**config.mk**
```make
export PLATFORM = sky130hd
export DESIGN_NAME = power_bin_scheduler
export DESIGN_NICKNAME = d
export VERILOG_FILES = /design/src/rtl/detector_pkg.sv /design/src/rtl/power_bin_scheduler_rr_arbiter4.sv /design/src/rtl/power_bin_scheduler.sv
export SDC_FILE = /design/constraint.sdc
export NUM_CORES = 1
export LEC_CHECK = 0
export BUFFER_PORTS_ARGS = -buffer_cell sky130_fd_sc_hd__buf_2
export CAP_MARGIN = 10
export CORE_AREA = 2 2 257 259
export CTS_CLUSTER_DIAMETER = 120
export DETAILED_ROUTE_END_ITERATION = 12
export DIE_AREA = 0 0 259 261
export GPL_TIMING_DRIVEN = 0
export PLACE_DENSITY = 0.56
export RECOVER_POWER = 50
export REMOVE_ABC_BUFFERS = 1
export SYNTH_ARGS = -nofsm -noshare
export SYNTH_HDL_FRONTEND = slang
export SYNTH_SLANG_ARGS = --single-unit
export TNS_END_PERCENT = 5
```
**constraint.sdc**
```tcl
create_clock -name clk -period 2.8 [get_ports clk]
set_input_delay 0.28 -clock clk [delete_from_list [all_inputs] [get_ports clk]]
set_output_delay 0.28 -clock clk [all_outputs]
set_load 0.02 [all_outputs]
```
**src/rtl/detector_pkg.sv**
```systemverilog
// detector_pkg: shared bin types, power-unit tag and result codes for the tone detector path
package detector_pkg;
  localparam int N_BINS = 4;
  typedef logic [1:0] bin_idx_t;
  typedef struct packed {
    logic     v;
    bin_idx_t bin;
  } pwr_tag_t;
  typedef enum logic [2:0] {
    RES_SILENCE = 3'd0,
    RES_BIN1    = 3'd1,
    RES_BIN2    = 3'd2,
    RES_BIN3    = 3'd3,
    RES_BIN4    = 3'd4
  } det_result_t;
endpackage

```
**src/rtl/power_bin_scheduler_rr_arbiter4.sv**
```systemverilog
// rr_arbiter4: combinational round-robin pick of one of four eligible bins, starting at ptr
module rr_arbiter4
  import detector_pkg::*;
(
  input  logic [N_BINS-1:0] eligible,
  input  bin_idx_t          ptr,
  output logic              gnt_valid,
  output bin_idx_t          gnt_idx
);
  bin_idx_t p1, p2, p3;
  // scan forward from ptr; 2-bit adds wrap past bin 3 back to bin 0
  always_comb begin
    p1 = ptr + 2'd1;
    p2 = ptr + 2'd2;
    p3 = ptr + 2'd3;
    gnt_valid = |eligible;
    gnt_idx = eligible[ptr] ? ptr : eligible[p1] ? p1 : eligible[p2] ? p2 : p3;
  end
endmodule

```
**src/rtl/power_bin_scheduler.sv**
```systemverilog
// power_bin_scheduler: shares one pipelined power unit among four Goertzel bins and collects per-bin results into frames
module power_bin_scheduler
  import detector_pkg::*;
#(
  parameter int Q_W           = 32,
  parameter int P_W           = 64,
  parameter int PWR_LAT       = 3,
  parameter int FRAME_TIMEOUT = 4096
) (
  input  logic               clk,
  input  logic               reset,
  input  logic [3:0]         req,
  input  logic [4*Q_W-1:0]   q1,
  input  logic [4*Q_W-1:0]   q2,
  output logic [3:0]         ack,
  output logic               op_valid,
  output logic [Q_W-1:0]     op_q1,
  output logic [Q_W-1:0]     op_q2,
  input  logic [P_W-1:0]     res_power,
  output logic [P_W-1:0]     power_1,
  output logic [P_W-1:0]     power_2,
  output logic [P_W-1:0]     power_3,
  output logic [P_W-1:0]     power_4,
  output logic               advance1,
  output logic               advance2,
  output logic               advance3,
  output logic               advance4,
  output logic               frame_done,
  output logic               frame_partial
);
  localparam int CNT_W = $clog2(FRAME_TIMEOUT) + 1;
  localparam logic [CNT_W-1:0] CNT_LAST = CNT_W'(FRAME_TIMEOUT - 2);
  logic [3:0]       ack_q, ack_d, adv_q, adv_d, mask_q, mask_d, mask_hit;
  bin_idx_t         ptr_q, ptr_d, op_bin_q, gnt_idx;
  logic             gnt_valid, op_valid_q, wb, complete, timeout;
  logic             done_pend_q, done_q, partial_q;
  logic [Q_W-1:0]   op_q1_q, op_q2_q;
  logic [CNT_W-1:0] cnt_q, cnt_d;
  pwr_tag_t         tag_q [PWR_LAT];
  logic [P_W-1:0]   pwr_q [N_BINS];
  rr_arbiter4 u_arb (
    .eligible  (req & ~ack_q),
    .ptr       (ptr_q),
    .gnt_valid (gnt_valid),
    .gnt_idx   (gnt_idx)
  );
  // grant bookkeeping, writeback decode and frame/timeout decisions
  always_comb begin
    ack_d = gnt_valid ? 4'b0001 << gnt_idx : 4'b0000;
    ptr_d = gnt_valid ? gnt_idx + 2'd1 : ptr_q;
    wb = tag_q[PWR_LAT-1].v;
    adv_d = wb ? 4'b0001 << tag_q[PWR_LAT-1].bin : 4'b0000;
    mask_hit = mask_q | adv_d;
    complete = wb && mask_hit == 4'hF;
    timeout = mask_q != 4'h0 && cnt_q == CNT_LAST && !complete;
    mask_d = (complete || timeout) ? 4'h0 : mask_hit;
    cnt_d = (complete || timeout || mask_q == 4'h0) ? '0 : cnt_q + CNT_W'(1);
  end
  // issue stage: register the granted bin's operands toward the power unit
  always_ff @(posedge clk) begin
    if (reset) begin
      ack_q <= '0;
      op_valid_q <= 1'b0;
      op_q1_q <= '0;
      op_q2_q <= '0;
      op_bin_q <= '0;
      ptr_q <= '0;
    end else begin
      ack_q <= ack_d;
      op_valid_q <= gnt_valid;
      ptr_q <= ptr_d;
      if (gnt_valid) begin
        op_q1_q <= q1[gnt_idx*Q_W +: Q_W];
        op_q2_q <= q2[gnt_idx*Q_W +: Q_W];
        op_bin_q <= gnt_idx;
      end
    end
  end
  // tag pipe tracks which bin each in-flight power result belongs to
  always_ff @(posedge clk) begin
    if (reset) begin
      for (int i = 0; i < PWR_LAT; i++) tag_q[i] <= '0;
    end else begin
      tag_q[0] <= '{v: op_valid_q, bin: op_bin_q};
      for (int i = 1; i < PWR_LAT; i++) tag_q[i] <= tag_q[i-1];
    end
  end
  // writeback, update mask, frame completion and timeout pulses
  always_ff @(posedge clk) begin
    if (reset) begin
      for (int i = 0; i < N_BINS; i++) pwr_q[i] <= '0;
      adv_q <= '0;
      mask_q <= '0;
      cnt_q <= '0;
      done_pend_q <= 1'b0;
      done_q <= 1'b0;
      partial_q <= 1'b0;
    end else begin
      for (int i = 0; i < N_BINS; i++) if (adv_d[i]) pwr_q[i] <= res_power;
      adv_q <= adv_d;
      mask_q <= mask_d;
      cnt_q <= cnt_d;
      done_pend_q <= complete;
      done_q <= done_pend_q;
      partial_q <= timeout;
    end
  end
  assign ack = ack_q;
  assign op_valid = op_valid_q;
  assign op_q1 = op_q1_q;
  assign op_q2 = op_q2_q;
  assign power_1 = pwr_q[0];
  assign power_2 = pwr_q[1];
  assign power_3 = pwr_q[2];
  assign power_4 = pwr_q[3];
  assign {advance4, advance3, advance2, advance1} = adv_q;
  assign frame_done = done_q;
  assign frame_partial = partial_q;
endmodule

```
==> summary.md, run 1 <==
| Metric | Value |
|---|---|
| Outcome | completed |
| Worst path cell trace | nand2b_1 > o221a_1 > o21ai_4 > buf_12 > buf_16 > buf_16 > mux2i_1 > nor2_1 > a211o_1 |
| Met2 Wirelength | 26100 um |
| Fraction of layout cells with a size suffix above 1 | 23.9% |
| Commonest non-fill, non-tap cell in the layout | clkbuf_1 |
| Routed wire per std cell | 19.7 um |
| Die H | 261 um |
| Number of DRC markers in iteration 0 | 724 |
| CTS tree | done |
| Clock transition at path regs | 60 ps |
| Worst Setup Path Type | register to register |
| Post-synth top area cell | edfxtp_1 |
| Initial Utilization | 22.9% |
| Final setup violating endpoints | 0 |
| CP delay by family, top | compound AO/OA/AOI/OAI gates |
| Largest net degree at the start of global routing | 72 |
| ANT nets after route | 0 |
| Hold Worst Slack | 36.8 ps |
| Cell count after synthesis | 1141 |
| Global route overflow | 0 |
| Final Max Tran Viols | 0 |
| Clock buffer depth | 3 |
| Relative slew margins | 7.40% |
| Clock latency on the worst-skew pair | 550 ps |
| I/O Buffers | 656 |
| Worst IR Drop VDD | 0.619 mV |
| Die X | 259 um |
| Number of synthesized register bits | 362 |
| Final critical-path setup slack | 164 ps |
| CP Launch Type | register |
| Synth top area share | 51.6% |
| Worst-path maximum fanout | 40 |
| Number of synthesized flops with an enable pin | 256 |
| 1st-pass router iterations | 5 |
| Post-synth top flop | edfxtp_1 |
| Max H-tree Level | 2 |
| Number of vias per cell | 4.26 |
| Placed Instances | 2611 |
| Clock Sinks | 362 |
| Post-synthesis sequential area ratio | 65.8% |
| I/O Pins | 657 |
| Critical Path Most Common Cell | buf_16 |
| Pre-CTS WS | -129 ps |
| DP HPWL | 39800 um |
| Clock Skew | 9.72 ps |
| CP bufs+invs | 3 |
| Vias | 11500 |
| Met3 routed WL | 4730 um |
| Utilization after layout | 31.4% |
| Number of max-cap violations | 0 |
| TNS Setup | 0 ps |
| Top layer used by detailed routing | met5 |
| Ys async rst share | 0% |
| Drt total wl | 53100 um |
| Initial antenna violation count | 23 |
| Root Buffer Master | clkbuf_16 |
| Core box area | 65000 um^2 |
| CP peak stage delay | 330 ps |
| Layout area overhead | 36.9% |
| Min Clock Period, post-route | 2640 ps |
| Design Area, Final | 20400 um^2 |
| TritonCTS buffer count | 41 |
| Worst Max-Slew Pin Slew | 1390 ps |
| Final net count | 2122 |
| Fin. Hold Viols | 0 |
| CP Data Required Time | 3240 ps |
| Standard-cell rows | 94 |
| Total power | 16.8 mW |
| Leakage | 8.90 nW |
| Total GRT Usage | 14.7% |
| Slowest cell on crit path | o221a_1 |
| Syn Std Cell Area | 14900 um^2 |
| Drt drc | 0 |
| Ys Warns | 0 |
| M1 WL | 20200 um |
| DIE AREA | 67600 um^2 |
| Pwr dens | 825 nW/um^2 |
| Post-Layout Cell Count | 2692 |
| Post-Syn Area per Cell | 13.1 um^2 |
| Fmax | 379 MHz |
| First-pass GRT wire length | 73700 um |
| RSZ-0062 raised after global routing | false |
| Most frequent cells in the layout | clkbuf_1 (341), buf_2 (326), edfxtp_1 (256) |
| Crit path DAT | 3070 ps |
| Routability cong. | 0.886 |
| Vias in the first global route | 11100 |
| Worst min path class | input pin to register |
| Placed inst area | 19500 um^2 |
| Endpoint class of the critical path | register |
| Yosys cell types | 46 |
| Dominant cells by area after synthesis | edfxtp_1 (52%), dfxtp_1 (14%), mux2i_1 (8.7%) |
| Fin crit share | 94.2% |
==> cells by family after synthesis <==
logic type               count (synthesis)  synth area share (%)
buffers and inverters                   81                  2.72
flip-flops                             362                  65.8
multiplexers                           129                  8.66
XOR/XNOR                                12                 0.705
adder cells (fa/ha/maj)                  2                 0.168
AO/OA/AOI/OAI                           82                  4.67
AND/OR/NAND/NOR                        473                  17.3
==> cells in the mapped netlist, types with 2 or more instances <==
cell        n
a211o_1    64
a21oi_1     5
and2_1    194
and3_1     65
buf_1       2
buf_2      14
buf_4       4
buf_6       7
clkbuf_1   45
dfxtp_1   106
edfxtp_1  256
ha_1        2
inv_1       8
mux2i_1   129
nand2_1    10
nand2b_1    4
nand3_1     9
nand3b_1    3
nor2_1    151
nor2_2     10
nor2b_1    13
nor3_1      3
o21ai_0     3
o221a_1     2
xnor2_1     7
xor2_1      5
==> worst paths after layout <==
| check | endpoint | slack, ps | start | cells after the start |
|---|---|---|---|---|
| setup / recovery | op_q2[1] | 160 | ack[2] | 9 |
| hold / removal | pwr_q[2][61] | 40 | res_power[61] | 2 |
| setup reg to reg | op_q2[1] | 160 | ack[2] | 9 |
| hold reg to reg | tag_q[0][7] | 430 | tag_q[0][4] | 1 |
==> registers in the layout, summed over array words and instances, names as in the netlist <==
register,cells
mask_q,4
ack,4
frame_partial,1
tag_q,9
op_bin_q,2
pwr_q,256
done_pend_q,1
cnt_q,13
op_q1,32
frame_done,1
ptr_q,2
adv_q,4
op_valid,1
op_q2,32
==> cell type report <==
class,count,area [um^2]
inverter,8,30.0
clock inverter,18,220
sequential,362,9810
clock buffer,56,1160
antenna,3,7.51
multi-input combinational,698,4750
fill,6780,44600
timing repair buffer,683,3340
tap,864,1080
==> metal layers <==
layer	vias up	global-route usage [%]
li1	5361	-
met1	5376	16.8
met2	603	25.5
met3	111	4.42
met4	6	6.23
met5	-	0
==> where the power goes <==
| group | switching [mW] | internal, mW | leakage (nW) |
|---|---|---|---|
| combinational | 2.82 | 1.76 | 4.69 |
| sequential | 0.342 | 6.36 | 3.52 |
| clock | 2.19 | 3.37 | 0.684 |
| total | 5.35 | 11.5 | 8.90 |
==> repair_timing <==
item | CTS | global route
buffers inserted | 1 | 0
setup endpoints to repair | 18 | 4
gates resized for setup | 3 | 1
endpoints found under the hold margin | 7 | 0
pin swaps | 1 | 0
hold buffers | 4 | 0
Note: power is estimated with default switching activity, not from simulation.
==> run 2: changes to the inputs <==
CTS_BUF_LIST = sky130_fd_sc_hd__clkbuf_2 sky130_fd_sc_hd__clkbuf_4 sky130_fd_sc_hd__clkbuf_8   (was unset)
==> summary.md, run 2 (same netlist as run 1, synthesis figures left out) <==
| Metric | Value |
|---|---|
| Hold Crit Endpoint | op_q2[9] |
| Cell count of the worst reg-to-reg path | 8 (-1) |
| Hold Worst Slack | 81.7 ps (+44.9 ps) |
| Relative slew margins | -20.5% (-28 points) |
| Vias | 13000 (+14%) |
| Slowest cell on crit path | dlygate4sd3_1 |
| RSZ-0062 raised after global routing | false |
| Worst Max-Slew Pin Slew | 1800 ps (+411 ps) |
| Most frequent cells in the layout | clkbuf_1 (332), buf_2 (325), dlygate4sd3_1 (304) |
| Drt total wl | 58300 um (+9.9%) |
| Standard-cell rows | 94 (unchanged) |
| Die H | 261 um (unchanged) |
| DIE AREA | 67600 um^2 (unchanged) |
| Worst Setup Path Type | register to register |
| Clock buffer depth | 3 (unchanged) |
| Final setup violating endpoints | 0 (unchanged) |
| Die X | 259 um (unchanged) |
| Pwr dens | 726 nW/um^2 (-12%) |
| Largest reg by FF count | pwr_q |
| CP peak stage delay | 590 ps (+260 ps) |
| Clock Sinks | 362 (unchanged) |
| Drt drc | 0 (unchanged) |
| Number of max-cap violations | 1 (+1) |
| Crit. Startpoint | ack[2] |
| Number of DRC markers in iteration 0 | 734 (+1.4%) |
| Largest net degree at the start of global routing | 72 (unchanged) |
| Min-delay src | q2[105] |
| Max FFs per register | 256 (unchanged) |
| Design Area, Final | 23300 um^2 (+14%) |
| Crit Reg-Reg Startpoint | ack[2] |
| Global routing's busiest layer | met2 |
| CP bufs+invs | 2 (-1) |
| DP HPWL | 39800 um (unchanged) |
| Met2 Use GR | 29.0% (+3.5 points) |
| Leakage | 10.1 nW (+14%) |
| Fmax | 367 MHz (-3.2%) |
| Post-Layout Cell Count | 3031 (+13%) |
| Max H-tree Level | 2 (unchanged) |
| Routed wire per std cell | 19.2 um (-2.4%) |
| Placed Instances | 2611 (unchanged) |
| Routability cong. | 0.886 (unchanged) |
| Fill cell count | 6472 (-4.5%) |
| Worst min path class | input pin to register |
| I/O Buffers | 656 (unchanged) |
| Met3 Use GR | 5.21% (+0.78 points) |
| Final net count | 2443 (+15%) |
| Clock Skew | 12.6 ps (+2.90 ps) |
| Fraction of layout cells with a size suffix above 1 | 21.7% (-2.3 points) |
| WP depth | 8 (-1) |
| Worst-path maximum fanout | 40 (unchanged) |
| M1 GR Usage | 17.8% (+0.95 points) |
| ANT nets after route | 0 (unchanged) |
| Total GRT Usage | 16.2% (+1.5 points) |
| 1st-pass router iterations | 7 (+2) |
| Utilization after layout | 35.8% (+4.4 points) |
| Placed inst area | 19500 um^2 (unchanged) |
| Fin. Hold Viols | 0 (unchanged) |
| Initial antenna violation count | 18 (-22%) |
| Final critical-path setup slack | 76.2 ps (-87.4 ps) |
| I/O Pins | 657 (unchanged) |
| TritonCTS buffer count | 61 (+49%) |
| Endpoint class of the critical path | register |
| Pre-CTS WS | -129 ps (unchanged) |
| R2R Path End | op_q1[12] |
| Root Buffer Master | clkbuf_8 |
| Outcome | finished, violations left |
| Failing checks | max-capacitance violations, max-slew violations |
| Clock transition at path regs | 60 ps (about the same) |
| R2R Setup Slk | 80 ps (-90 ps) |
| Fin crit share | 97.3% (+3.1 points) |
| Final Max Tran Viols | 18 (+18) |
| Worst IR Drop VDD | 0.658 mV (+6.4%) |
| Core box area | 65000 um^2 (unchanged) |
| CTS tree | done |
| CP Data Required Time | 3330 ps (+90 ps) |
| Number of vias per cell | 4.29 (+0.83%) |
| WHS Path Cells | 4 (+2) |
| Layout area overhead | 56.2% |
| Global route overflow | 0 (unchanged) |
| Crit path DAT | 3250 ps (+180 ps) |
| Vias in the first global route | 13300 (+20%) |
| Min Clock Period, post-route | 2720 ps (+87.4 ps) |
| CP delay by family, top | buffers and inverters |
| CP Launch Type | register |
| Initial Utilization | 22.9% (unchanged) |
| First-pass GRT wire length | 82600 um (+12%) |
| Worst path cell trace | nand2b_2 > o221a_1 > o21ai_4 > buf_12 > mux2i_2 > dlygate4sd3_1 > nor2_1 > a211o_1 |
| Clock latency on the worst-skew pair | 640 ps (+90 ps) |
| Commonest non-fill, non-tap cell in the layout | clkbuf_1 |
## run 2: cell types whose count changed in the layout (fill, tap and decap cells not counted), sizes merged
cell | previous run | this run
buf | 347 | 346
clkbuf | 388 | 418
bufinv | 5 | 3
clkinv | 10 | 22
inv | 10 | 8
diode | 3 | 5
dlygate4sd3 | 4 | 304
## run 2: report_power, final
group	internal, mW	switching, mW
clock	2.68	2.17
combinational	2.33	3.03
sequential	6.36	0.353
total	11.4	5.55
## run 2: worst max-delay path by stage
stage,endpoint,slack (ps)
detailed placement,op_q2[19],-130
CTS,op_q2[19],30
global placement,pwr_q[0][51],-7070
finish,op_q1[12],80
global route,pwr_q[1][54],8
floorplan,op_q1[0],-3740
## run 2: layer usage
metal | routed length (um) | part of all wire, %
met1 | 21800 | 37
met2 | 29100 | 50
met3 | 5370 | 9.2
met4 | 2050 | 3.5
met5 | 0 | 0
## run 2: worst min-delay path: stages
cell	delay [ps]
buf_2	140
mux2i_1	80
nor2_1	80
a211o_1	100
## run 2: area by class of cell
type / count / area [um^2] / share of cell area, %
diodes: 5 / 12.5 / 0.0538
clock buffers: 84 / 1040 / 4.48
clock inverters: 26 / 201 / 0.865
inverters: 8 / 32.5 / 0.140
multi-input cells: 698 / 4740 / 20.4
flip-flops and latches: 362 / 9810 / 42.1
well taps: 864 / 1080 / 4.64
repair buffers: 984 / 6360 / 27.3
## run 2: stage by stage
stage               TNS [ps]  power [mW]
CTS                        0        17.2
detailed placement      -580        11.6
global route               0        17.7
floorplan            -411910        9.82
finish                     0        16.9
global placement    -2428830        11.1
## run 2: what timing repair did
item | in CTS | in global routing
cloned | 0 | 1
pin swaps | 1 | 0
hold buffers | 304 | 0
endpoints found under the hold margin | 307 | 0
setup endpoints to repair | 19 | 25
setup buffers | 1 | 0
resized for setup | 3 | 2
